[src/rtl/framebuffer_pixel_merger.sv]
// framebuffer_pixel_merger
//   Collects single-pixel writes from the fragment pipeline into one memory-beat
//   accumulator. Writes that land on the accumulated beat are merged in place.
//   A write to a different beat evicts the accumulator, and so does a flush
//   (tlast). Either way the beat goes out as a full-width beat with byte strobes.
//
// Ports
//   aclk, resetn                 clock (rising edge), async active-low reset
//   s_pixel_t{valid,ready}       pixel write handshake
//   s_pixel_taddr                pixel index (beat = taddr>>SLOT_W, slot = low bits)
//   s_pixel_tdata/tmask          pixel colour and per-byte enable
//   s_pixel_tlast                flush after merging this pixel
//   m_beat_t{valid,ready}        beat handshake (valid is registered)
//   m_beat_taddr                 byte address of the beat
//   m_beat_tdata/tstrb           beat data and byte strobes
//   m_beat_tlast                 beat closes a flush
module framebuffer_pixel_merger #(
    parameter int STRB_WIDTH  = 16,
    parameter int PIXEL_WIDTH = 16,
    parameter int ADDR_WIDTH  = 32
) (
    input  logic                      aclk,
    input  logic                      resetn,
    input  logic                      s_pixel_tvalid,
    output logic                      s_pixel_tready,
    input  logic [ADDR_WIDTH-1:0]     s_pixel_taddr,
    input  logic [PIXEL_WIDTH-1:0]    s_pixel_tdata,
    input  logic [PIXEL_WIDTH/8-1:0]  s_pixel_tmask,
    input  logic                      s_pixel_tlast,
    output logic                      m_beat_tvalid,
    input  logic                      m_beat_tready,
    output logic [ADDR_WIDTH-1:0]     m_beat_taddr,
    output logic [STRB_WIDTH*8-1:0]   m_beat_tdata,
    output logic [STRB_WIDTH-1:0]     m_beat_tstrb,
    output logic                      m_beat_tlast
);

    localparam int MASK_WIDTH   = PIXEL_WIDTH / 8;
    localparam int PIX_PER_BEAT = STRB_WIDTH / MASK_WIDTH;
    localparam int SLOT_W       = $clog2(PIX_PER_BEAT);
    localparam int BYTE_SH      = $clog2(STRB_WIDTH);
    localparam int DATA_W       = STRB_WIDTH * 8;

    typedef enum logic [1:0] {ST_EMPTY, ST_ACCUM, ST_FLUSH} state_t;

    state_t state, nxt_state;

    // Accumulator; "valid" is implied by state != ST_EMPTY.
    logic [ADDR_WIDTH-1:0] acc_beat;
    logic [DATA_W-1:0]     acc_data;
    logic [STRB_WIDTH-1:0] acc_strb;

    logic [ADDR_WIDTH-1:0] in_beat;
    logic [SLOT_W-1:0]     in_slot;
    logic [STRB_WIDTH-1:0] pix_strb;
    logic [DATA_W-1:0]     pix_data;
    logic [DATA_W-1:0]     new_data;
    logic [DATA_W-1:0]     mrg_data;
    logic                  hit, out_free, rdy;
    logic                  acc_alloc, acc_merge, acc_clear, out_load, out_last;

    assign in_beat  = s_pixel_taddr >> SLOT_W;
    assign in_slot  = s_pixel_taddr[SLOT_W-1:0];
    assign hit      = (in_beat == acc_beat);
    assign out_free = !m_beat_tvalid || m_beat_tready;

    // Pixel placed at its slot position inside the beat.
    assign pix_strb = {{(STRB_WIDTH-MASK_WIDTH){1'b0}}, s_pixel_tmask} << (in_slot * MASK_WIDTH);
    assign pix_data = {{(DATA_W-PIXEL_WIDTH){1'b0}}, s_pixel_tdata} << (in_slot * PIXEL_WIDTH);

    // Per byte lane: a fresh beat zeroes unwritten bytes, a merge keeps the old ones.
    for (genvar b = 0; b < STRB_WIDTH; b++) begin : g_lane
        assign new_data[8*b +: 8] = pix_strb[b] ? pix_data[8*b +: 8] : 8'h00;
        assign mrg_data[8*b +: 8] = pix_strb[b] ? pix_data[8*b +: 8] : acc_data[8*b +: 8];
    end

    // Ready is forced low while reset is asserted even though state reads EMPTY.
    assign s_pixel_tready = rdy && resetn;

    always_comb begin
        nxt_state = state;
        rdy       = 1'b0;
        acc_alloc = 1'b0;
        acc_merge = 1'b0;
        acc_clear = 1'b0;
        out_load  = 1'b0;
        out_last  = 1'b0;
        case (state)
            ST_EMPTY: begin
                rdy = 1'b1;
                if (s_pixel_tvalid) begin
                    acc_alloc = 1'b1;
                    nxt_state = s_pixel_tlast ? ST_FLUSH : ST_ACCUM;
                end
            end
            ST_ACCUM: begin
                if (hit) begin
                    rdy = 1'b1;
                    if (s_pixel_tvalid) begin
                        acc_merge = 1'b1;
                        if (s_pixel_tlast) nxt_state = ST_FLUSH;
                    end
                end else begin
                    // A miss needs the output register to take the evicted beat.
                    rdy = out_free;
                    if (s_pixel_tvalid && out_free) begin
                        out_load  = 1'b1;
                        acc_alloc = 1'b1;
                        nxt_state = s_pixel_tlast ? ST_FLUSH : ST_ACCUM;
                    end
                end
            end
            ST_FLUSH: begin
                if (out_free) begin
                    out_load  = 1'b1;
                    out_last  = 1'b1;
                    acc_clear = 1'b1;
                    nxt_state = ST_EMPTY;
                end
            end
            default: nxt_state = ST_EMPTY;
        endcase
    end

    always_ff @(posedge aclk or negedge resetn) begin
        if (!resetn) state <= ST_EMPTY;
        else         state <= nxt_state;
    end

    always_ff @(posedge aclk or negedge resetn) begin
        if (!resetn) begin
            acc_beat <= '0;
            acc_data <= '0;
            acc_strb <= '0;
        end else if (acc_alloc) begin
            acc_beat <= in_beat;
            acc_data <= new_data;
            acc_strb <= pix_strb;
        end else if (acc_merge) begin
            acc_data <= mrg_data;
            acc_strb <= acc_strb | pix_strb;
        end else if (acc_clear) begin
            acc_beat <= '0;
            acc_data <= '0;
            acc_strb <= '0;
        end
    end

    // Output register samples the accumulator before any same-edge reload.
    always_ff @(posedge aclk or negedge resetn) begin
        if (!resetn) begin
            m_beat_tvalid <= 1'b0;
            m_beat_taddr  <= '0;
            m_beat_tdata  <= '0;
            m_beat_tstrb  <= '0;
            m_beat_tlast  <= 1'b0;
        end else if (out_load) begin
            m_beat_tvalid <= 1'b1;
            m_beat_taddr  <= acc_beat << BYTE_SH;
            m_beat_tdata  <= acc_data;
            m_beat_tstrb  <= acc_strb;
            m_beat_tlast  <= out_last;
        end else if (m_beat_tready) begin
            m_beat_tvalid <= 1'b0;
        end
    end

endmodule

[config.mk]
export PLATFORM = sky130hd
export DESIGN_NAME = framebuffer_pixel_merger
export DESIGN_NICKNAME = d
export VERILOG_FILES = /design/src/rtl/framebuffer_pixel_merger.sv
export SDC_FILE = /design/constraint.sdc
export NUM_CORES = 1
export LEC_CHECK = 0
export ABC_AREA = 1
export CORE_ASPECT_RATIO = 0.6
export CORE_MARGIN = 3
export CORE_UTILIZATION = 40
export CTS_CLUSTER_SIZE = 10
export DETAILED_ROUTE_END_ITERATION = 8
export SLEW_MARGIN = 20
export SYNTH_ARGS = -nofsm -noshare
export SYNTH_HDL_FRONTEND = slang
export SYNTH_SLANG_ARGS = --single-unit
[constraint.sdc]
create_clock -name aclk -period 2.3 [get_ports aclk]
set_input_delay 0.46 -clock aclk [delete_from_list [all_inputs] [get_ports aclk]]
set_output_delay 0.46 -clock aclk [all_outputs]
set_load 0.005 [all_outputs]
# --- After elaboration in Yosys (flattened, before gate mapping) ---
# Index checks and enable logic that the tools add are counted.
totals:
  register_bits: 352
op_classes:
  eq_ne: 25
  shifts: 2
  bitwise: 1
  reduce_logical: 26
  mux: 62
ops:
  columns: ["cell", "count"]
  rows:
  - ["$mux W128", 3]
  - ["$mux W8", 32]
  - ["$shl A16 B7 Y128", 1]
  - ["$mux W32", 3]
  - ["$ne A3 B3 Y1 const B", 19]
  - ["$mux W16", 3]
  - ["$reduce_and A2 Y1", 17]
  - ["$eq A29 B32 Y1", 1]
  - ["$or A16 B16 Y16", 1]
  - ["$shl A2 B4 Y16", 1]
  - ["$mux W2", 7]
  - ["$mux W1", 10]
  - ["$ne A2 B2 Y1 const B", 3]
  - ["$pmux W1 S2", 3]
  - ["$pmux W2 S3", 1]
  - ["$reduce_and A5 Y1", 1]
  - ["$reduce_bool A2 Y1", 2]
  - ["$reduce_bool A3 Y1", 1]
  - ["$eq A2 B1 Y1 const B", 1]
  - ["$eq A2 B2 Y1 const B", 1]
  - ["$logic_and A1 B1 Y1", 2]
  - ["$logic_not A2 Y1", 1]
  - ["$logic_not A1 Y1", 1]
  - ["$logic_or A1 B1 Y1", 1]

# --- Longest topological paths before layout ---
logic_depth:
  word_depth: 8
  depth_mapped: 18

# --- Worst setup path after synthesis ---
# OpenSTA, ideal clock, no wires.
synth_timing:
  path_type: "register to output"
  from: "register state[1]"
  to: "output port s_pixel_tready"
  stages_incl_launch_ff: 8
  required_time_ns: 1.840
  setup_slack_ns: 0.201
  arrival_ns: 1.639
  cell_sequence: "dfrtp_1 -> inv_1 -> ha_1 -> buf_2 -> clkbuf_1 -> clkbuf_1 -> o21ai_0 -> a31oi_1"
synth_between:
  elab_chain_len: 3
  elab_cells_between_ends: 4
  classes_between: "1 x eq/ne; 1 x mux; 2 x reduce/logical"
synth_rtl:
  columns: ["item", "line_no", "source"]
  rows:
  - ["start: declaration", "46", "state_t state, nxt_state;"]
  - ["start signal: assignment", "127", "else state <= nxt_state;"]
  - ["$eq A2 B1 Y1 / $logic_not A2 Y1 (equally long branches)", "88", "case (state)"]
  - ["$pmux W1 S2 (*)", "88", null]
  - ["$logic_and A1 B1 Y1 (*)", "78", "assign s_pixel_tready = rdy && resetn;"]
  - ["end: declaration", "25", "output logic s_pixel_tready,"]
# Mark *: on every way between the ends. The rest lies on a longest branch, timed or not.

# --- Worst setup path after layout ---
layout_timing:
  from: "input port s_pixel_taddr[7]"
  to: "output port s_pixel_tready"
layout_between:
  elab_chain_len: 4
layout_rtl:
  columns: ["item", "line_no", "source"]
  rows:
  - ["start: declaration", "26", "input logic [ADDR_WIDTH-1:0] s_pixel_taddr,"]
  - ["$eq A29 B32 Y1", "64", "assign hit = (in_beat == acc_beat);"]
  - ["$mux W1", "97", "if (hit) begin"]
  - ["$pmux W1 S2", "88", null]
  - ["$logic_and A1 B1 Y1", "78", null]
# No other way between the ends.

==> summary.md <==
| Metric | Value |
|---|---|
| WP data arrival | `1990 ps` |
| Tmin final | `2449 ps` |
| Iter 0 DRT Violations | `1,906` |
| Die Span Y | `172.6 um` |
| Slew Limit Headroom | `0.3240` |
| Combinational power share | `0.458` |
| Count leader, synth | `nand2_1` |
| Final ANT Viol Nets | `0` |
| Worst clock skew | `23.77 ps` |
| Core ar. | `45,190 sq um` |
| Syn Area/Cell | `7.146 sq um` |
| Fin. max-slew vios | `0` |
| Top cells by area, synth | `dfrtp_1 47%, nand2_1 24%, nand4_1 4.4%` |
| Top FF cell, synth | `dfrtp_1` |
| Post-Syn Area | `18,490 sq um` |
| Initial cell density of the core | `0.4092` |
| Sw frac | `0.3952` |
| Max frequency | `408.4 MHz` |
| WS Path Type | `in2out` |
| Top Ports | `234` |
| RSZ-0062 raised after global routing | `true` |
| Pre-antenna DRT Iters | `7` |
| Total negative setup slack | `-13,020 ps` |
| Max-Cap Viols | `0` |
| Critical-path maximum fanout | `2` |
| CP endpoint kind | `output port` |
| H-tree Lvls | `2` |
| Clk pin slew, worst setup/hold paths | `50 ps` |
| Largest net degree at the start of global routing | `158` |
| Layout area overhead | `41.44%` |
| R2R Path Start | `acc_beat[10]` |
| Yosys top cell area share | `0.4723` |
| Layout cell share with drive strength beyond 1 | `0.2127` |
| PwrDens | `930.6 nW/um^2` |
| DR vias/cell | `5.309` |
| Largest area contributor in the netlist | `dfrtp_1` |
| Full die area | `48,930 sq um` |
| Pint | `0.01472 W` |
| Num rows | `60` |
| Post-Syn Instances | `2,588` |
| Async SR Flop Fraction | `1.000` |
| Tightest Pin Transition | `1014 ps` |
| R2r worst-path depth | `17` |
| Worst ir drop on vdd | `0.7035 mV` |
| Crit-path cells | `clkdlybuf4s50_1 -> xnor2_1 -> nand2_2 -> nor2_2 -> nand2_2 -> nor2_4 -> nand2_2 -> a31oi_4 -> buf_2` |
| Hold_buf cts | `0` |
| CTS tree | `yes` |
| Most instantiated cells after synthesis | `1,168 x nand2_1, 349 x dfrtp_1, 188 x nor2_1, 129 x nand4_1, 128 x nor3_1` |
| Post-synth EDFFs | `0` |
| Hold Vio Cnt, Final | `6` |
| WL/cell | `19.04 um` |
| Most used cell, CP | `nand2_2` |
| Routed via count | `18,960` |
| Initial antenna violation count | `3` |
| Seq/Total Area, Yosys | `0.4723` |
| Num CTS Buffers | `42` |
| TritonCTS Sinks | `349` |
| Hpwl dp | `45,500 um` |
| Synth Warn # | `0` |
| Cell variety after synth | `37` |
| Critical Path Slowest Stage Cell | `clkdlybuf4s50_1` |
| Slowest stage delay, CP | `530 ps` |
| Grt ovf | `0` |
| Violated checks | `negative hold slack, negative setup slack` |
| Final GP Congestion | `0.9524` |
| First-pass GRT wire length | `105,000 um` |
| Buffer depth of the longest clock path | `3` |
| DIE WIDTH | `283.6 um` |
| Crit path launch type | `primary input` |
| Final wirelength | `67,990 um` |
| Fin crit share | `1.065` |
| Utilization after layout | `0.5788` |
| Worst Hold Slack | `-17.33 ps` |
| Critical Path RT | `1840 ps` |
| DRC errors left | `0` |
| Seq pwr share | `0.302` |
| Switch Pwr | `0.009620 W` |
| Worst skew pair latency | `550 ps` |
| Gr usage total | `0.2698` |
| # setup viols final | `248` |
| Clock Power Share | `0.240` |
| Leakage power | `12.52 nW` |
| R2r endpoint | `m_beat_taddr[14]` |
| Synthesis-stage register bit count | `349` |
| Min-delay worst type | `in2async` |
| Final worst-path setup slack | `-148.6 ps` |
| Via count of the first global-routing pass | `17,790` |
| Filler Cell Count | `4,210` |
| Outcome | `complete, but fails checks` |
| Clock Tree Root | `clkbuf_16` |
| R2R Setup Slk | `-140 ps` |
| PortBufs | `229` |
| Final #Nets | `2,997` |
[critical path: cells and delay by family]
family,cells,cell delay (ps)
compound gates,1,130
simple gates,5,580
xor+xnor,1,150
buf+inv,2,660
[worst max-delay path by stage]
stage	from	to	slack [ps]	cells past startpoint
6_report	s_pixel_taddr[7]	s_pixel_tready	-150	9
5_1_grt	acc_beat[24]	s_pixel_tready	-250	11
4_1_cts	acc_beat[19]	s_pixel_tready	-240	8
3_5_place_dp	s_pixel_taddr[10]	acc_data[36]	-1100	14
3_3_place_gp	s_pixel_taddr[10]	acc_data[36]	-1120	14
2_1_floorplan	state[1]	s_pixel_tready	200	7
[repair_timing]
item / in CTS / in global routing
resized for setup: 305 / 164
buffers inserted: 39 / 11
pin swaps: 89 / 71
gates cloned: 17 / 9
setup endpoints to repair: 350 / 348
[stage by stage]
step / power (W) / area (sq um) / instances / setup slack [ps] / hold WS [ps]
CTS: 0.02354 / 25410 / 3555 / -237.2 / 15.85
global route: 0.02557 / 26160 / 3571 / -245.4 / 40.71
detailed placement: 0.01567 / 22580 / 3449 / -1097 / 460.3
finish: 0.02434 / 26160 / 3571 / -148.6 / -17.33
floorplan: 0.01161 / 18500 / 2591 / 200.9 / 164.4
global placement: 0.01557 / 22580 / 3449 / -1124 / 460.6
[layer usage]
| metal | routed length (um) | GRT usage | part of all wire | vias to the layer above |
|---|---|---|---|---|
| met5 | 0 | 0 | 0 | - |
| met4 | 1023 | 0.04970 | 0.015 | 0 |
| met3 | 4649 | 0.04743 | 0.068 | 86 |
| met2 | 29970 | 0.4067 | 0.44 | 660 |
| met1 | 32350 | 0.4096 | 0.48 | 9190 |
| li1 | - | - | - | 9023 |
[cells by family (layout without fill, tap and decap cells)]
| logic type | after synthesis | in the layout | share of synthesized area |
|---|---|---|---|
| simple gates | 1753 | 1755 | 0.3988 |
| xor+xnor | 19 | 19 | 0.008999 |
| flops | 349 | 349 | 0.4723 |
| compound gates | 199 | 199 | 0.05433 |
| other cells | 1 | 7 | 0.0002028 |
| buf+inv | 264 | 619 | 0.06333 |
| fa+ha+maj | 3 | 3 | 0.002030 |
[registers in the layout, indices dropped and copies added, names as in the netlist]
signal and count:
m_beat_tstrb 16, m_beat_tlast 1, acc_beat 29, state 2
m_beat_tdata 128, acc_strb 16, m_beat_taddr 28, acc_data 128
m_beat_tvalid 1
[final cells by class]
cell class	instances	area, sq um	share of cell area
Antenna cell	3	7.507	0.0002870
Tap cell	620	775.7	0.02966
Inverter	85	330.3	0.01263
Clock buffer	47	1090	0.04166
Multi-Input combinational cell	1980	9876	0.3776
Clock inverter	6	52.55	0.002009
Timing Repair Buffer	481	5289	0.2022
Sequential cell	349	8736	0.3340
[cells in the final DEF, fill, tap and decap left out, types with 12 or more instances in the layout]
cell               n
a21oi_1           17
buf_12            44
buf_16            17
buf_4            158
buf_6             26
clkbuf_16         48
clkdlybuf4s50_1  217
dfrtp_1          347
inv_1             62
inv_2             15
nand2_1          995
nand2_2          161
nand2_4           26
nand3_1           79
nand4_1          129
nor2_1           164
nor2_2            12
nor2_4            27
nor3_1           128
o21ai_0           58
o21ai_1           85
o21ai_2           28
[power by group through the flow]
| stage | Combinational [W] | Sequential (W) | Clock (W) |
|---|---|---|---|
| after floorplan | 0.00426 | 0.00735 | 0 |
| after global placement | 0.00821 | 0.00736 | 0 |
| after detailed placement | 0.00828 | 0.00738 | 0 |
| after CTS | 0.0102 | 0.00732 | 0.00599 |
| after global routing | 0.0119 | 0.00743 | 0.00625 |
| final | 0.0111 | 0.00735 | 0.00585 |
No activity file was read; power rests on OpenSTA's default activity.
